[config.mk]
export PLATFORM = sky130hd
export DESIGN_NAME = vx_dcache_req_arb
export DESIGN_NICKNAME = d
export VERILOG_FILES = /design/src/rtl/vx_dcache_req_arb.sv
export SDC_FILE = /design/constraint.sdc
export NUM_CORES = 1
export LEC_CHECK = 0
export CAP_MARGIN = 20
export CORE_AREA = 8 8 357 359
export DETAILED_ROUTE_END_ITERATION = 8
export DIE_AREA = 0 0 365 367
export PLACE_DENSITY = 0.43
export SYNTH_ARGS = -nofsm -noshare
export SYNTH_HDL_FRONTEND = slang
export SYNTH_SLANG_ARGS = --single-unit
export TNS_END_PERCENT = 30
[constraint.sdc]
create_clock -name clk -period 7.7 [get_ports clk]
set_clock_uncertainty 0.05 [all_clocks]
set_input_delay 2.31 -clock clk [delete_from_list [all_inputs] [get_ports clk]]
set_output_delay 2.31 -clock clk [all_outputs]
set_load 0.02 [all_outputs]
[src/rtl/vx_dcache_req_arb.sv]
// Per-lane round-robin arbiter sharing one data-cache request bus among several requester buses.
// Each output lane is a one-entry elastic register; the winning input index rides in the tag LSBs.
module vx_dcache_req_arb #(
  parameter  int NUM_INPUTS    = 2,
  parameter  int NUM_REQS      = 4,
  parameter  int WORD_SIZE     = 4,
  parameter  int ADDR_WIDTH    = 30,
  parameter  int TAG_IN_WIDTH  = 8,
  localparam int DW            = 8 * WORD_SIZE,
  localparam int IDX_WIDTH     = (NUM_INPUTS > 1) ? $clog2(NUM_INPUTS) : 1,
  localparam int TAG_OUT_WIDTH = TAG_IN_WIDTH + IDX_WIDTH
) (
  input  logic                                        clk,
  input  logic                                        reset,
  input  logic [NUM_INPUTS*NUM_REQS-1:0]              in_valid,
  input  logic [NUM_INPUTS*NUM_REQS-1:0]              in_rw,
  input  logic [NUM_INPUTS*NUM_REQS*WORD_SIZE-1:0]    in_byteen,
  input  logic [NUM_INPUTS*NUM_REQS*ADDR_WIDTH-1:0]   in_addr,
  input  logic [NUM_INPUTS*NUM_REQS*DW-1:0]           in_data,
  input  logic [NUM_INPUTS*NUM_REQS*TAG_IN_WIDTH-1:0] in_tag,
  output logic [NUM_INPUTS*NUM_REQS-1:0]              in_ready,
  output logic [NUM_REQS-1:0]                         out_valid,
  output logic [NUM_REQS-1:0]                         out_rw,
  output logic [NUM_REQS*WORD_SIZE-1:0]               out_byteen,
  output logic [NUM_REQS*ADDR_WIDTH-1:0]              out_addr,
  output logic [NUM_REQS*DW-1:0]                      out_data,
  output logic [NUM_REQS*TAG_OUT_WIDTH-1:0]           out_tag,
  input  logic [NUM_REQS-1:0]                         out_ready
);

  localparam int NI = NUM_INPUTS;
  localparam int NR = NUM_REQS;

  logic [NR-1:0][IDX_WIDTH-1:0] ptr_q;
  logic [NR-1:0][IDX_WIDTH-1:0] grant_idx;
  logic [NR-1:0]                found;
  logic [NR-1:0]                free;
  logic [NR-1:0]                accept;
  logic [NR-1:0]                vld_q;
  int                           cand;

  // Priority search starts at the lane pointer and wraps modulo NI, so
  // indices >= NI are never produced even for non-power-of-two NI.
  always_comb begin
    // NOTE: every signal written here is defaulted first; a path that skips an
    // assignment would otherwise infer a latch.
    found     = '0;
    grant_idx = '0;
    in_ready  = '0;
    cand      = 0;
    free      = ~vld_q | out_ready;
    for (int j = 0; j < NR; j++) begin
      for (int k = 0; k < NI; k++) begin
        cand = int'(ptr_q[j]) + k;
        if (cand >= NI) cand = cand - NI;
        if (!found[j] && in_valid[cand*NR + j]) begin
          found[j]     = 1'b1;
          grant_idx[j] = IDX_WIDTH'(cand);
        end
      end
      for (int i = 0; i < NI; i++) begin
        in_ready[i*NR + j] = free[j] && found[j] && (grant_idx[j] == IDX_WIDTH'(i));
      end
    end
  end

  assign accept    = free & found;
  assign out_valid = vld_q;

  // NOTE: state registers use non-blocking assignments so every lane samples
  // the pre-edge values regardless of evaluation order.
  always_ff @(posedge clk or negedge reset) begin
    if (!reset) begin
      vld_q <= '0;
      ptr_q <= '0;
    end else begin
      for (int j = 0; j < NR; j++) begin
        if (accept[j]) begin
          vld_q[j] <= 1'b1;
          ptr_q[j] <= (grant_idx[j] == IDX_WIDTH'(NI - 1)) ? '0
                                                           : grant_idx[j] + IDX_WIDTH'(1);
        end else if (out_ready[j]) begin
          vld_q[j] <= 1'b0;
        end
      end
    end
  end

  // NOTE: payload registers are deliberately left out of reset; they are only
  // meaningful while vld_q is set, and skipping reset keeps them plain flops.
  always_ff @(posedge clk) begin
    for (int j = 0; j < NR; j++) begin
      if (accept[j]) begin
        out_rw[j]                          <= in_rw[int'(grant_idx[j])*NR + j];
        out_byteen[j*WORD_SIZE +: WORD_SIZE] <=
          in_byteen[(int'(grant_idx[j])*NR + j)*WORD_SIZE +: WORD_SIZE];
        out_addr[j*ADDR_WIDTH +: ADDR_WIDTH] <=
          in_addr[(int'(grant_idx[j])*NR + j)*ADDR_WIDTH +: ADDR_WIDTH];
        out_data[j*DW +: DW] <= in_data[(int'(grant_idx[j])*NR + j)*DW +: DW];
        out_tag[j*TAG_OUT_WIDTH +: TAG_OUT_WIDTH] <=
          {in_tag[(int'(grant_idx[j])*NR + j)*TAG_IN_WIDTH +: TAG_IN_WIDTH], grant_idx[j]};
      end
    end
  end

endmodule

==> flow_summary.ini, run 1 <==
[drt]
drtIter0Drc = 577
wl_um = 84100
viasPerCell = 3.16
postRouteAntennaNets = 0
drt_first_pass_iters = 6
via_count = 10476
drcViolationCount = 0
wl_per_cell_um = 25.4

[critical_path]
r2r-end = out_addr[7]$_DFFE_PP_
criticalPathCategory = in2out
cp_max_fo = 3
cp_slowest_stage_delay_ps = 720
cpMostUsedCell = clkdlybuf4s50_1
arrival_ps = 4100
worstSetupEndpointType = primary output
crit_path_cell_trace = clkdlybuf4s50_1 -> inv_1 -> a211oi_1 -> clkdlybuf4s50_1
reg2reg_setup_slack_ps = 5180
r2r_cells = 4
start_kind = primary input
r2r-start = ptr_q[0]$_DFFE_PN0P_
slowest_stage = clkdlybuf4s50_1
cp_data_required_time_ps = 5340

[timing]
max_slew.worst_pin.slew_ps = 1030
hold_viol_final = 0
slew_violations = 0
tns_ps = 0
rsz0062_at_grt = false
clock.fmax_mhz = 155
setup_viol = 0
fin_crit_ps = 6460
max_slew_margin_pct = 31.0
finalCritPeriodShare_pct = 83.9

[power_and_ir_drop]
pwr_density_cell_nw_per_um2 = 211
leakagePower_nw = 8.77
ir_drop_mv = 0.138
power.internal_mw = 3.96
p_sw_share_pct = 27.8
clockPowerShare_pct = 37.7
p_total_mw = 5.48
pwr-share-comb_pct = 23.1
switchingPower_mw = 1.52
power.share.sequential_pct = 39.2

[yosys]
synth_ff_type = edfxtp_1
yosysTopAreaCell = edfxtp_1
synthTopCellsByCount = edfxtp_1 (304), mux2_2 (272), mux2_1 (28), buf_6 (16), buf_4 (13)
synth-edff-count = 304
synth.top_cell.area_share_pct = 68.9
synthTopCellsByArea = edfxtp_1 (69%), mux2_2 (23%), mux2_1 (2.4%)
ys_ff_latch = 312
synth_warnings = 0
ys_types = 18
synthMostInstantiatedCell = edfxtp_1
async_flop_share_pct = 2.56
netlist_instances = 692
ys_seq_area_share_pct = 70.4
synth.cell_area_um2 = 13300
avgSynthCellArea_um2 = 19.2
synth_nets = 1306

[floorplan]
fp.dieH_um = 367
io_pins = 930
initial_core_util_pct = 10.9
fp.dieW_um = 365
core_um2 = 121000
dieArea_um2 = 134000
rows = 128

[clock_tree]
cts_buffers = 43
cts_buffer_depth = 3
cts_htree_levels = 2
cts_tree = built
cts_root_buf = clkbuf_16
cts_setup_buffers = 0
clk_latency_ps = 590
cts_hold_buf = 0
cts.sinks = 312
cts_resized = 0
clk_pin_slew_worst_paths_ps = 60

[worst_hold_path]
hold_class = reg2reg
worst_hold_path.endpoint = ptr_q[2]$_DFFE_PN0P_
hold_depth = 1
min-delay-start = ptr_q[2]$_DFFE_PN0P_

[placed_design]
gp_routability_congestion = 0.931
io_buffers = 929
placedCellCount = 3226
dp_hpwl_um = 70600

[global_routing]
antenna_found_initial = 12
grt-ovfl-total = 0
grt_pass1_wl_um = 109000
grt_pass1_vias = 11782
grtUsageTotal_pct = 11.9
grt_max_degree = 70

[status]
outcome = completed

[final_layout]
drive_above_1_share_pct = 21.5
area_delta_synth_final_pct = 95.6
fin_cells = 3310
fin_util_pct = 21.4
nets = 2261

[run]
maxCapViolCount = 0
## worst max-delay path by stage
stage / from / endpoint / slack (ps) / depth (start not counted)
after global routing: in_valid[0] / in_ready[0] / 1190 / 4
final: in_valid[3] / in_ready[3] / 1240 / 4
after floorplan: in_valid[4] / out_addr[0]$_DFFE_PP_ / 1580 / 2
after CTS: in_valid[0] / in_ready[0] / 1160 / 4
after detailed placement: in_valid[0] / in_ready[0] / 1190 / 4
after global placement: in_valid[0] / in_ready[0] / 1170 / 4
## final cells by class
cell class	instances	area, um2
clock buffer	54	1160
fill	13075	95500
inverter	8	30.0
tap	1625	2030
timing repair buffer	942	9430
antenna	3	7.51
clock inverter	26	287
sequential	312	9330
multi-input combinational	340	3660
## state kept, by name, summed over array words and instances (netlist names)
name,cells
out_addr,120
out_byteen,16
out_data,128
out_rw,4
out_tag,36
out_valid,4
ptr_q,4
## power groups by stage
stage	clock network, mW	logic, mW	registers (mW)
floorplan	0	0.313	2.34
global placement	0	1.28	2.18
detailed placement	0	1.29	2.18
CTS	2.17	1.30	2.15
global route	2.22	1.33	2.16
finish	2.07	1.27	2.15
## layout by cell type (no fill, tap or decap), drive strengths merged
cell type and instances:
buf 13, a21oi 4, clkdlybuf4s50 929, clkinvlp 3
diode 3, mux2 300, a211oi 4, nand2 4
edfxtp 304, dfrtp 8, inv 12, bufinv 4
nor2 12, o21ai 4, clkbuf 54, a31oi 4
nand2b 4, clkinv 15, nor2b 4
## logic make-up (layout without fill, tap and decap cells)
group                  after synthesis  after routing  share of synthesized area (%)
AOI/OAI and AO/OA                   16             16                          0.887
and+or+nand+nor                     24             24                          0.830
DFF                                312            312                           70.4
other                                0              3                              0
buffers and inverters               40           1030                           2.43
muxes                              300            300                           25.5
## routing by layer
| metal | global-route usage [%] | up-vias | wire length, um |
|---|---|---|---|
| met1 | 14.4 | 5148 | 33600 |
| li1 | - | 4642 | - |
| met4 | 4.12 | 4 | 2740 |
| met2 | 19.0 | 588 | 38600 |
| met3 | 4.76 | 94 | 9170 |
| met5 | 0 | - | 27 |
## metrics by stage
step | instance area [um2] | hold slack [ps] | setup slack [ps]
3_3_place_gp | 24500 | 503 | 1170
5_1_grt | 25900 | 552 | 1190
6_report | 25900 | 513 | 1240
3_5_place_dp | 24500 | 507 | 1190
4_1_cts | 25900 | 517 | 1160
2_1_floorplan | 13300 | 446 | 1580
## critical path, delay by kind of cell
family | cells | cell delay [ps]
buf+inv | 3 | 1320
compound gates | 1 | 470
Note: power is estimated with default switching activity, not from simulation.
==> run 2: changes to the inputs <==
--- a/config.mk
+++ b/config.mk
@@ -6,10 +6,10 @@
 export NUM_CORES = 1
 export LEC_CHECK = 0
 export CAP_MARGIN = 20
-export CORE_AREA = 8 8 357 359
+export CORE_AREA = 8 8 351 353
 export DETAILED_ROUTE_END_ITERATION = 8
-export DIE_AREA = 0 0 365 367
-export PLACE_DENSITY = 0.43
+export DIE_AREA = 0 0 359 361
+export PLACE_DENSITY = 0.44
 export SYNTH_ARGS = -nofsm -noshare
 export SYNTH_HDL_FRONTEND = slang
 export SYNTH_SLANG_ARGS = --single-unit
==> constraint.sdc (replaced) <==
create_clock -name clk -period 6.7 [get_ports clk]
set_clock_uncertainty 0.05 [all_clocks]
set_input_delay 2.01 -clock clk [delete_from_list [all_inputs] [get_ports clk]]
set_output_delay 2.01 -clock clk [all_outputs]
set_load 0.02 [all_outputs]
==> flow_summary.ini, run 2 (synthesized netlist as in run 1, its figures left out) <==
[final_layout]
final_cell_mix = clkdlybuf4s50_1 (929), edfxtp_1 (304), mux2_2 (272), clkbuf_16 (47), mux2_1 (28)
drive_above_1_share_pct = 21.9
nets = 2264
fin_cells = 3227
area_delta_synth_final_pct = 95.4
largest_reg_flops = 128
reg.largest.list = out_data x128, out_addr x120, out_tag x36
layout_commonest_cell = clkdlybuf4s50_1
top_register = out_data

[critical_path]
r2r-start = ptr_q[2]$_DFFE_PN0P_
cpMostUsedCell = clkdlybuf4s50_1
r2r-end = out_data[70]$_DFFE_PP_
arrival_ps = 3640
start_kind = primary input
worstSetupEndpointType = primary output
slowest_stage = clkdlybuf4s50_1
crit_path_cell_trace = clkdlybuf4s50_1 -> nor2b_1 -> a211oi_1 -> clkdlybuf4s50_1
reg2reg_setup_slack_ps = 4220
r2r_cells = 4
crit_buf_inv = 2
critical-path-top-delay-family = buffers and inverters
cp_data_required_time_ps = 4640
cp_max_fo = 3
cp_slowest_stage_delay_ps = 580
criticalPathCategory = in2out

[timing]
hold_viol_final = 0
finalCritPeriodShare_pct = 85.1
slew_violations = 0
max_slew.worst_pin.slew_ps = 1060
tns_ps = 0
fin_crit_ps = 5700
max_slew_margin_pct = 29.7
rsz0062_at_grt = false
clock.fmax_mhz = 175
worst_slack_ps = 998
fin_hold_ws_ps = 525
setup_viol = 0

[floorplan]
io_pins = 930
initial_core_util_pct = 11.3
fp.dieH_um = 361
core_um2 = 117000
dieArea_um2 = 130000
fp.dieW_um = 359
rows = 126

[worst_hold_path]
min-delay-start = ptr_q[0]$_DFFE_PN0P_
hold_depth = 1
worst_hold_path.endpoint = ptr_q[0]$_DFFE_PN0P_
hold_class = reg2reg

[power_and_ir_drop]
ir_drop_mv = 0.136
pwr_density_cell_nw_per_um2 = 251
leakagePower_nw = 8.81

[clock_tree]
clk_latency_ps = 580
cts_root_buf = clkbuf_16
cts_resized = 0
clk_pin_slew_worst_paths_ps = 50
cts_setup_buffers = 0
cts_hold_buf = 0
cts.sinks = 312
cts_buffer_depth = 3
cts_htree_levels = 2
cts_tree = built
cts_buffers = 45

[global_routing]
grt_max_degree = 77
grt_pass1_vias = 11857
grtUsageTotal_pct = 13.4
grt_pass1_wl_um = 118000
antenna_found_initial = 24
grt-ovfl-total = 0

[placed_design]
dp_hpwl_um = 77600
placedCellCount = 3139
io_buffers = 929
gp_routability_congestion = 0.912
detailedPlace.worstSlack_ps = 882

[drt]
wl_met1_um = 37600
postRouteAntennaNets = 0
via_count = 10684
wl_met2_um = 42200
drcViolationCount = 0
viasPerCell = 3.31
wl_um = 91500
drt_first_pass_iters = 6
top_layer_used = met5
wl_per_cell_um = 28.4
drtIter0Drc = 529
routed-wl-met3_um = 8300

[run]
maxCapViolCount = 0

[status]
outcome = completed
[run 2: cell types whose count changed in the layout (fill, tap and decap cells not counted), moves of 2 or more]
cell	previous run	this run
buf_12	3	0
clkinv_1	5	3
buf_4	10	14
bufinv_16	4	6
clkbuf_16	43	47
clkinv_8	2	0
clkinv_2	7	9
[run 2: cell type report]
type	count	area [um2]
Fill cell	12360	91500
Timing Repair Buffer	943	9400
Sequential cell	312	9330
Multi-Input combinational cell	340	3660
Tap cell	1536	1920
Clock buffer	57	1240
Clock inverter	27	313
Inverter	8	30.0
Antenna cell	4	10.0
[run 2: worst register-to-register path, delay by kind of cell, from the launching register on]
kind / cells / cell delay, ps
AOI/OAI and AO/OA: 1 / 180
buffers and inverters: 2 / 950
muxes: 1 / 610
DFF: 1 / 440
[run 2: where the power goes]
group / leakage, nW / internal, mW / switching, mW / total (mW)
logic: 5.03 / 0.775 / 0.738 / 1.51
clock network: 0.758 / 1.55 / 0.986 / 2.54
registers: 3.02 / 2.38 / 0.0819 / 2.46
[run 2: through the flow]
| stage | instance area, um2 | power (mW) | utilization [%] |
|---|---|---|---|
| floorplan | 13300 | 3.05 | - |
| CTS | 25900 | 6.69 | 22.1 |
| detailed placement | 24300 | 4.04 | 20.7 |
| global route | 25900 | 6.78 | 22.1 |
| global placement | 24300 | 4.04 | 20.7 |
| finish | 25900 | 6.51 | 22.1 |
[run 2: worst max-delay path by stage]
stage,endpoint,from,cells past startpoint
after floorplan,out_addr[0]$_DFFE_PP_,in_valid[4],2
after detailed placement,in_ready[7],in_valid[3],5
after global routing,in_ready[7],in_valid[7],4
after global placement,in_ready[6],out_ready[2],4
after CTS,in_ready[2],out_ready[2],4
final,in_ready[2],out_ready[2],4
[run 2: routing by layer]
metal / vias up / GRT usage [%]
met5: - / 0
met2: 627 / 21.5
li1: 4649 / -
met1: 5290 / 16.1
met3: 108 / 5.79
met4: 10 / 4.66
